==> src/rtl/pwm_capture.sv <==
// Input-capture unit: measures period and active time of an external pulse train
// in prescaled ticks, with CCR control/status readback and level interrupts.
module pwm_capture #(
    parameter int WIDTH = 32
) (
    input  logic             clk,
    input  logic             rst_n,
    input  logic             ccr_we,
    input  logic [WIDTH-1:0] data_in,
    input  logic             cap_in,
    output logic [WIDTH-1:0] o_ccr,
    output logic [WIDTH-1:0] o_cnt,
    output logic [WIDTH-1:0] o_period,
    output logic [WIDTH-1:0] o_high,
    output logic             int_cap,
    output logic             int_ovf
);

    // CCR field positions reach bit 18; narrower instances simply drop the high fields.
    localparam int CW = (WIDTH > 19) ? WIDTH : 19;

    typedef enum logic [1:0] {
        IDLE     = 2'd0,
        ACTIVE   = 2'd1,
        INACTIVE = 2'd2
    } state_e;

    state_e state, state_next;

    logic             en, pol, capie, ovfie;
    logic [2:0]       prescale;
    logic             capf, ovf, valid;
    logic             sync1, sync2, hist;
    logic [6:0]       pre_cnt, pre_next, pre_max;
    logic [WIDTH-1:0] cnt, cnt_next, cnt_inc;
    logic [WIDTH-1:0] period, period_next, high, high_next;
    logic             set_capf, set_ovf, set_valid;

    logic [CW-1:0] wd;
    logic          w_en, w_pol, w_capie, w_ovfie, w_clr;
    logic [2:0]    w_pre;
    logic          clr_wr, disable_wr, rearm_wr, force_idle;
    logic          rise, fall, start_edge, end_edge, tick, wrap;
    logic          unused_bits;
    logic [CW-1:0] ccr_rd;

    assign wd          = CW'(data_in);
    assign w_en        = wd[0];
    assign w_pol       = wd[1];
    assign w_capie     = wd[2];
    assign w_ovfie     = wd[3];
    assign w_clr       = wd[4];
    assign w_pre       = wd[10:8];
    assign unused_bits = ^{wd[CW-1:11], wd[7:5]};

    assign clr_wr     = ccr_we & w_clr;
    assign disable_wr = ccr_we & ~w_en;
    assign rearm_wr   = ccr_we & en & ((w_pol != pol) | (w_pre != prescale));
    assign force_idle = disable_wr | rearm_wr;

    assign rise       = sync2 & ~hist;
    assign fall       = ~sync2 & hist;
    assign start_edge = pol ? fall : rise;
    assign end_edge   = pol ? rise : fall;

    assign pre_max = 7'((7'd1 << prescale) - 7'd1);
    assign tick    = (pre_cnt == pre_max);
    assign wrap    = tick & (cnt == '1);
    // Captured values include the tick landing on the capturing edge itself.
    assign cnt_inc = tick ? cnt + WIDTH'(1) : cnt;

    always_comb begin
        state_next  = state;
        cnt_next    = cnt;
        pre_next    = pre_cnt;
        period_next = period;
        high_next   = high;
        set_capf    = 1'b0;
        set_ovf     = 1'b0;
        set_valid   = 1'b0;
        if (force_idle) begin
            state_next = IDLE;
            cnt_next   = '0;
            pre_next   = '0;
        end else begin
            case (state)
                IDLE: begin
                    cnt_next = '0;
                    pre_next = '0;
                    if (en && start_edge) state_next = ACTIVE;
                end
                ACTIVE, INACTIVE: begin
                    cnt_next = cnt_inc;
                    pre_next = tick ? 7'd0 : pre_cnt + 7'd1;
                    if (wrap) begin
                        set_ovf    = 1'b1;
                        state_next = IDLE;
                        cnt_next   = '0;
                        pre_next   = '0;
                    end else if (state == ACTIVE && end_edge) begin
                        high_next  = cnt_inc;
                        state_next = INACTIVE;
                    end else if (state == INACTIVE && start_edge) begin
                        period_next = cnt_inc;
                        set_capf    = 1'b1;
                        set_valid   = 1'b1;
                        cnt_next    = '0;
                        pre_next    = '0;
                        state_next  = ACTIVE;
                    end
                end
                default: begin
                    state_next = IDLE;
                    cnt_next   = '0;
                    pre_next   = '0;
                end
            endcase
        end
    end

    always_ff @(posedge clk or negedge rst_n) begin
        if (!rst_n) begin
            state <= IDLE;
        end else begin
            state <= state_next;
        end
    end

    always_ff @(posedge clk or negedge rst_n) begin
        if (!rst_n) begin
            sync1    <= 1'b0;
            sync2    <= 1'b0;
            hist     <= 1'b0;
            cnt      <= '0;
            pre_cnt  <= '0;
            period   <= '0;
            high     <= '0;
            en       <= 1'b0;
            pol      <= 1'b0;
            capie    <= 1'b0;
            ovfie    <= 1'b0;
            prescale <= '0;
            capf     <= 1'b0;
            ovf      <= 1'b0;
            valid    <= 1'b0;
        end else begin
            sync1   <= cap_in;
            sync2   <= sync1;
            hist    <= sync2;
            cnt     <= cnt_next;
            pre_cnt <= pre_next;
            period  <= period_next;
            high    <= high_next;
            if (ccr_we) begin
                en       <= w_en;
                pol      <= w_pol;
                capie    <= w_capie;
                ovfie    <= w_ovfie;
                prescale <= w_pre;
            end
            // A flag being set on the same edge as a CLR write stays set.
            capf <= set_capf | (capf & ~clr_wr);
            ovf  <= set_ovf | (ovf & ~clr_wr);
            if (set_valid) valid <= 1'b1;
            else if (disable_wr) valid <= 1'b0;
        end
    end

    always_comb begin
        ccr_rd       = '0;
        ccr_rd[0]    = en;
        ccr_rd[1]    = pol;
        ccr_rd[2]    = capie;
        ccr_rd[3]    = ovfie;
        ccr_rd[10:8] = prescale;
        ccr_rd[16]   = capf;
        ccr_rd[17]   = ovf;
        ccr_rd[18]   = valid;
    end

    assign o_ccr    = ccr_rd[WIDTH-1:0];
    assign o_cnt    = cnt;
    assign o_period = period;
    assign o_high   = high;
    assign int_cap  = capf & capie;
    assign int_ovf  = ovf & ovfie;

endmodule
==> config.mk <==
export PLATFORM = sky130hd
export DESIGN_NAME = pwm_capture
export DESIGN_NICKNAME = d
export VERILOG_FILES = /design/src/rtl/pwm_capture.sv
export SDC_FILE = /design/constraint.sdc
export NUM_CORES = 1
export LEC_CHECK = 0
export CAP_MARGIN = 0
export CORE_ASPECT_RATIO = 2
export CORE_MARGIN = 10
export CORE_UTILIZATION = 35
export DETAILED_ROUTE_END_ITERATION = 8
export PLACE_DENSITY = 0.73
export SKIP_CTS_REPAIR_TIMING = 1
export SLEW_MARGIN = 20
export SYNTH_ARGS = -nofsm -noshare
export SYNTH_HDL_FRONTEND = slang
export SYNTH_SLANG_ARGS = --single-unit
==> constraint.sdc <==
create_clock -name clk -period 2.96 [get_ports clk]
set_input_delay 0.444 -clock clk [delete_from_list [all_inputs] [get_ports clk]]
set_output_delay 0.444 -clock clk [all_outputs]
set_load 0.03 [all_outputs]
* Yosys cells after proc, flatten, opt, wreduce, memory -nomap -nowiden
Index checks and enable logic that the tools add are counted.
Word-level totals: flip-flop bits (word level) 118, output and inout port bits 130, word-level logic and storage cells 89
Operators by class: $add $sub $neg 3, eq/ne operators 8, shifts and indexed selects 1, muxes and demuxes 30, bitwise logic cells 22, reduce and logical (&&, ||, !) cells 9
Operator list (count):
- $mux W32 | 6
- $mux W7 | 6
- $add A32 B1 Y32 const B | 1
- $eq A32 B32 Y1 const B | 1
- $mux W1 | 12
- $and A1 B1 Y1 | 11
- $mux W2 | 5
- $add A7 B1 Y7 const B | 1
- $eq A7 B7 Y1 | 1
- $not A1 Y1 | 7
- $shl A1 B3 Y7 const A | 1
- $sub A7 B1 Y7 const B | 1
- $ne A5 B5 Y1 const B | 1
- $reduce_and A5 Y1 | 1
- $or A1 B1 Y1 | 4
- $pmux W2 S2 | 1
- $reduce_and A4 Y1 | 1
- $logic_and A1 B1 Y1 | 3
- $ne A3 B3 Y1 | 1
- $ne A3 B3 Y1 const B | 1
- $eq A2 B1 Y1 const B | 1
- $eq A2 B2 Y1 const B | 1
- $logic_not A2 Y1 | 1
- $reduce_and A2 Y1 | 1
- 3 further kinds | 3

* Longest topological paths before layout
Gate-level depths: netlist of run 1.
depth in word-level cells 10, depth in mapped cells 14, gate-level depth less buffers 10

* Worst setup path before layout of run 1
OpenSTA, ideal clock, no wires.
path kind flip-flop to flip-flop, start point register prescale[0], end point register high[2], in the netlist o_high[2], setup time 128 ps, arrival time 3086 ps, setup slack -254 ps, stages on the path, launching flop included 12, buffers on the path 3, period minus slack after synthesis 3214 ps, cells stage by stage dfrtp_1 -> buf_6 -> or3_1 -> ha_1 -> clkbuf_1 -> nand2_1 -> o221ai_1 -> a221oi_2 -> nor4_4 -> or3b_1 -> buf_4 -> mux2_1
On the way: word-level cells in the longest chain between the ends 6
Ends and longest elaborated chain:
- start: declaration | RTL line 31 | logic [2:0] prescale;
- start signal: assignment | RTL line 159 | prescale <= w_pre;
- $shl A1 B3 Y7 / $ne A3 B3 Y1 (equally long branches) | RTL line 66, 58
- $sub A7 B1 Y7 / $or A1 B1 Y1 (equally long branches) | RTL line 66, 58
- $eq A7 B7 Y1 / $and A1 B1 Y1 (equally long branches) | RTL line 67, 58
- $and A1 B1 Y1 / $or A1 B1 Y1 (equally long branches) | RTL line 68, 59
- $not A1 Y1 (no line)
- $reduce_and A4 Y1 (no line)
- end signal: assignment | RTL line 153 | high <= high_next;
- end: declaration | RTL line 36 | logic [WIDTH-1:0] period, period_next, high, high_next;
Parallel ways exist; a longest one is shown, timed or not. A chain may end at the register's enable or synchronous reset.

* Final worst setup path of run 1
start point register prescale[2], end point register high[3], in the netlist o_high[3]
Same word-level chain as after synthesis.

==> summary.md, run 1 <==
| Metric | Value |
|---|---|
| R2R Path Start | `prescale[2]` |
| Die area | `between 20000 and 25000 um2` |
| Reg-to-reg endpoint | `o_high[3]` |
| Ratio of cells with drive above 1 in the final layout | `0.156` |
| IO Pins | `166` |
| Vias | `roughly 4300` |
| DRT antenna net count | `0` |
| Top cells by area, synth | `dfrtp_1 54%, nor2_1 5.6%, buf_4 4.5%` |
| Clock group share of total power | `0.357` |
| Sequential share of the synthesized area | `0.537` |
| Seq cells post-synth | `118` |
| Commonest cells in the netlist | `118 x dfrtp_1, 82 x nor2_1, 51 x nand2_1, 33 x buf_4, 31 x a21oi_1` |
| Vias in the first global route | `between 4000 and 5000` |
| Period Utilization, post-route | `0.959` |
| NumNets Final | `730` |
| Met2 Usage GRT | `0.259` |
| Final setup viols | `0` |
| Vert. Die Dim | `between 150 and 200 um` |
| Leakage Power | `between 3 and 4 nW` |
| Final Core Density | `0.502` |
| Synth Warn # | `0` |
| Hold path cells | `0` |
| EDFF count, synth | `0` |
| Top Usage Layer GRT | `met2` |
| Top-area cell type share of the netlist area | `0.537` |
| GRT met3 Usage | `0.0415` |
| Final Wtd Congestion | `between 0.8 and 0.9` |
| Clk Latency, worst-skew pair | `between 0.4 and 0.5 ns` |
| Async S/R FF share, synth | `1.00` |
| Drt first-iter violations | `~180` |
| Worst reg-to-reg setup slack | `about 0.12 ns` |
| Hold path start | `sync1` |
| Final min period | `approximately 2.8 ns` |
| Proportion of power drawn by combinational gates | `0.283` |
| Type of origin of the critical path | `flip-flop` |
| Post-placement setup slack | `-0.0854 ns` |
| Largest net degree at the start of global routing | `62` |
| Final WL | `15300 um` |
| Max clock buf depth | `2` |
| Slew Limit Fails | `0` |
| Cell count after synthesis | `between 500 and 600` |
| Pwr/cell area | `approximately 720 nW/um2` |
| Internal power | `roughly 3.7 mW` |
| DRC | `0` |
| Worst min path class | `reg -> reg` |
| CTS tree | `yes` |
| Unrepaired setup endpoints after global routing | `true` |
| Fmax | `352 MHz` |
| Max-cap violation count | `0` |
| Sw Pwr | `about 1.9 mW` |
| Final count of hold timing violations | `0` |
| Ys flop type | `dfrtp_1` |
| Die W | `about 110 um` |
| CP Data Arrival Time | `about 3.1 ns` |
| Antenna cell count | `0` |
| Port Buf Inserts | `roughly 120` |
| Routed vias/inst | `about 4.8` |
| Global-route wire length before repair | `around 24000 um` |
| Sw frac | `0.337` |
| Synth area leader | `dfrtp_1` |
| First-pass DRT Iterations | `4` |
| Grt ovf | `0` |
| Fillcell total | `1400` |
| Initial antenna violation count | `0` |
| Met1 usage | `0.147` |
| Maximum VDD drop | `slightly above 0.4 mV` |
| Clock root buffer | `clkbuf_16` |
| Std cell rows | `64` |
| Sequential power share | `0.360` |
| WL per Instance | `17.1 um` |
| R2R cell count | `11` |
| Clock skew | `0.0104 ns` |
| Syn avg cell area | `about 10 um2` |
| Clock transition at path regs | `roughly 0.060 ns` |
| CP endpoint kind | `flip-flop` |
| Hold endpoint | `sync2` |
| Top-count cell post-synth | `dfrtp_1` |
| CTS Buf Count | `17` |
| PnR worst setup slack | `~0.12 ns` |
| Clock Sinks | `roughly 120` |
| CP max FO | `7` |
| Global Route Usage Sum | `0.145` |
| WP data required | `approximately 3.2 ns` |
| Count of different cell masters after synthesis | `a little under 50` |
| Initial core utilization | `0.357` |
| Mapped Area | `~5500 um2` |
| Synth-to-layout area growth | `40.4%` |
| Crit path kind | `reg -> reg` |
| # H-tree levels | `4` |
| Placed wire-length estimate | `between 10000 and 15000 um` |
| Status | `finished clean` |
| Area of the core | `about 15000 um2` |
-- state kept, by name, indices dropped and copies added (netlist names) --
register,cells
o_cnt,32
capf,1
o_high,32
prescale,3
o_period,32
ovfie,1
ovf,1
valid,1
sync1,1
hist,1
pol,1
pre_cnt,7
en,1
capie,1
sync2,1
state,2
-- worst max path at each step --
stage                      from           end
floorplan           prescale[0]     o_high[2]
global placement     data_in[1]  o_period[30]
detailed placement   data_in[1]   o_period[0]
CTS                 prescale[2]   o_period[0]
global route        prescale[2]  o_period[28]
finish              prescale[2]     o_high[3]
-- cell usage in the layout, fill, tap and decap left out, types with 2 or more instances in the layout --
cell             instances
nor2b_1                  2
conb_1                  22
clkbuf_8                 2
and3_1                   8
o21ai_0                  6
clkinvlp_4               6
xor2_2                   6
a21oi_1                 31
nand2_1                 51
mux2i_1                  4
clkinv_4                 2
nand3_1                 16
nand4b_1                 2
nand4_1                 19
nor2_1                  81
buf_4                   42
nand2b_1                 3
o21ai_1                 29
nor4_4                   2
and4_1                   5
inv_6                    3
or3_1                    2
dfrtp_1                117
clkbuf_16               17
buf_6                    2
xor2_1                  20
inv_1                    8
buf_12                   4
ha_1                     6
xnor2_1                 18
and2_1                   7
a21o_1                   2
clkdlybuf4s50_1        118
mux2_2                   6
-- cell type report --
| class | count | area, um2 | share of cell area |
|---|---|---|---|
| well taps | 198 | 248 | 0.0321 |
| flip-flops and latches | 118 | 2950 | 0.383 |
| repair buffers | 167 | 1610 | 0.209 |
| clock inverters | 13 | 124 | 0.0161 |
| inverters | 8 | 30.0 | 0.00389 |
| clock buffers | 19 | 453 | 0.0587 |
| multi-input cells | 375 | 2290 | 0.298 |
-- per-stage QoR --
step	power [mW]	TNS, ns	cells	cell area [um2]	hold slack, ns
final	5.54	0	898	7710	0.357
after CTS	5.60	-0.729	894	7580	-0.0335
after global placement	3.57	-0.924	862	7000	0.347
after global routing	5.80	-0.00151	898	7710	0.366
after detailed placement	3.60	-0.528	862	7000	0.336
after floorplan	2.94	0	558	5620	0.148
-- layer usage --
layer,wire length [um],up-vias,share of wire
met2,8390,108,0.55
li1,-,2069,-
met3,943,24,0.061
met1,5520,2072,0.36
met5,0,-,0
met4,486,0,0.032
-- power groups by stage --
stage | clock network, mW | logic (mW) | registers [mW]
2_1_floorplan | 0 | 0.491 | 2.45
3_3_place_gp | 0 | 1.56 | 2.01
3_5_place_dp | 0 | 1.58 | 2.02
4_1_cts | 2.02 | 1.58 | 2.00
5_1_grt | 2.09 | 1.68 | 2.02
6_report | 1.98 | 1.57 | 1.99
-- worst max-delay path: stages, from the launching register on --
cell and delay, ns:
dfrtp_1 0.37, or3_4 0.41, ha_4 0.20, buf_4 0.14, o221ai_2 0.21, a221oi_4 0.11
buf_4 0.18, nor3_4 0.28, buf_4 0.21, and4_1 0.22, xnor2_1 0.22, o21ai_1 0.14
-- cells by family after synthesis --
family,Yosys count,synth area share
AO/OA/AOI/OAI,77,0.0797
XOR/XNOR,45,0.0717
adder cells (fa/ha/maj),7,0.0159
buffers and inverters,65,0.0799
flip-flops,118,0.537
multiplexers,13,0.0262
other,1,0.000683
AND/OR/NAND/NOR,211,0.188
Power figures use the tool's default switching activity.
==> inputs of run 2 (changes only) <==
- TNS_END_PERCENT: unset -> 30
==> results of run 2 <==
The final DEF is identical to that of run 1; final timing and power are the same.
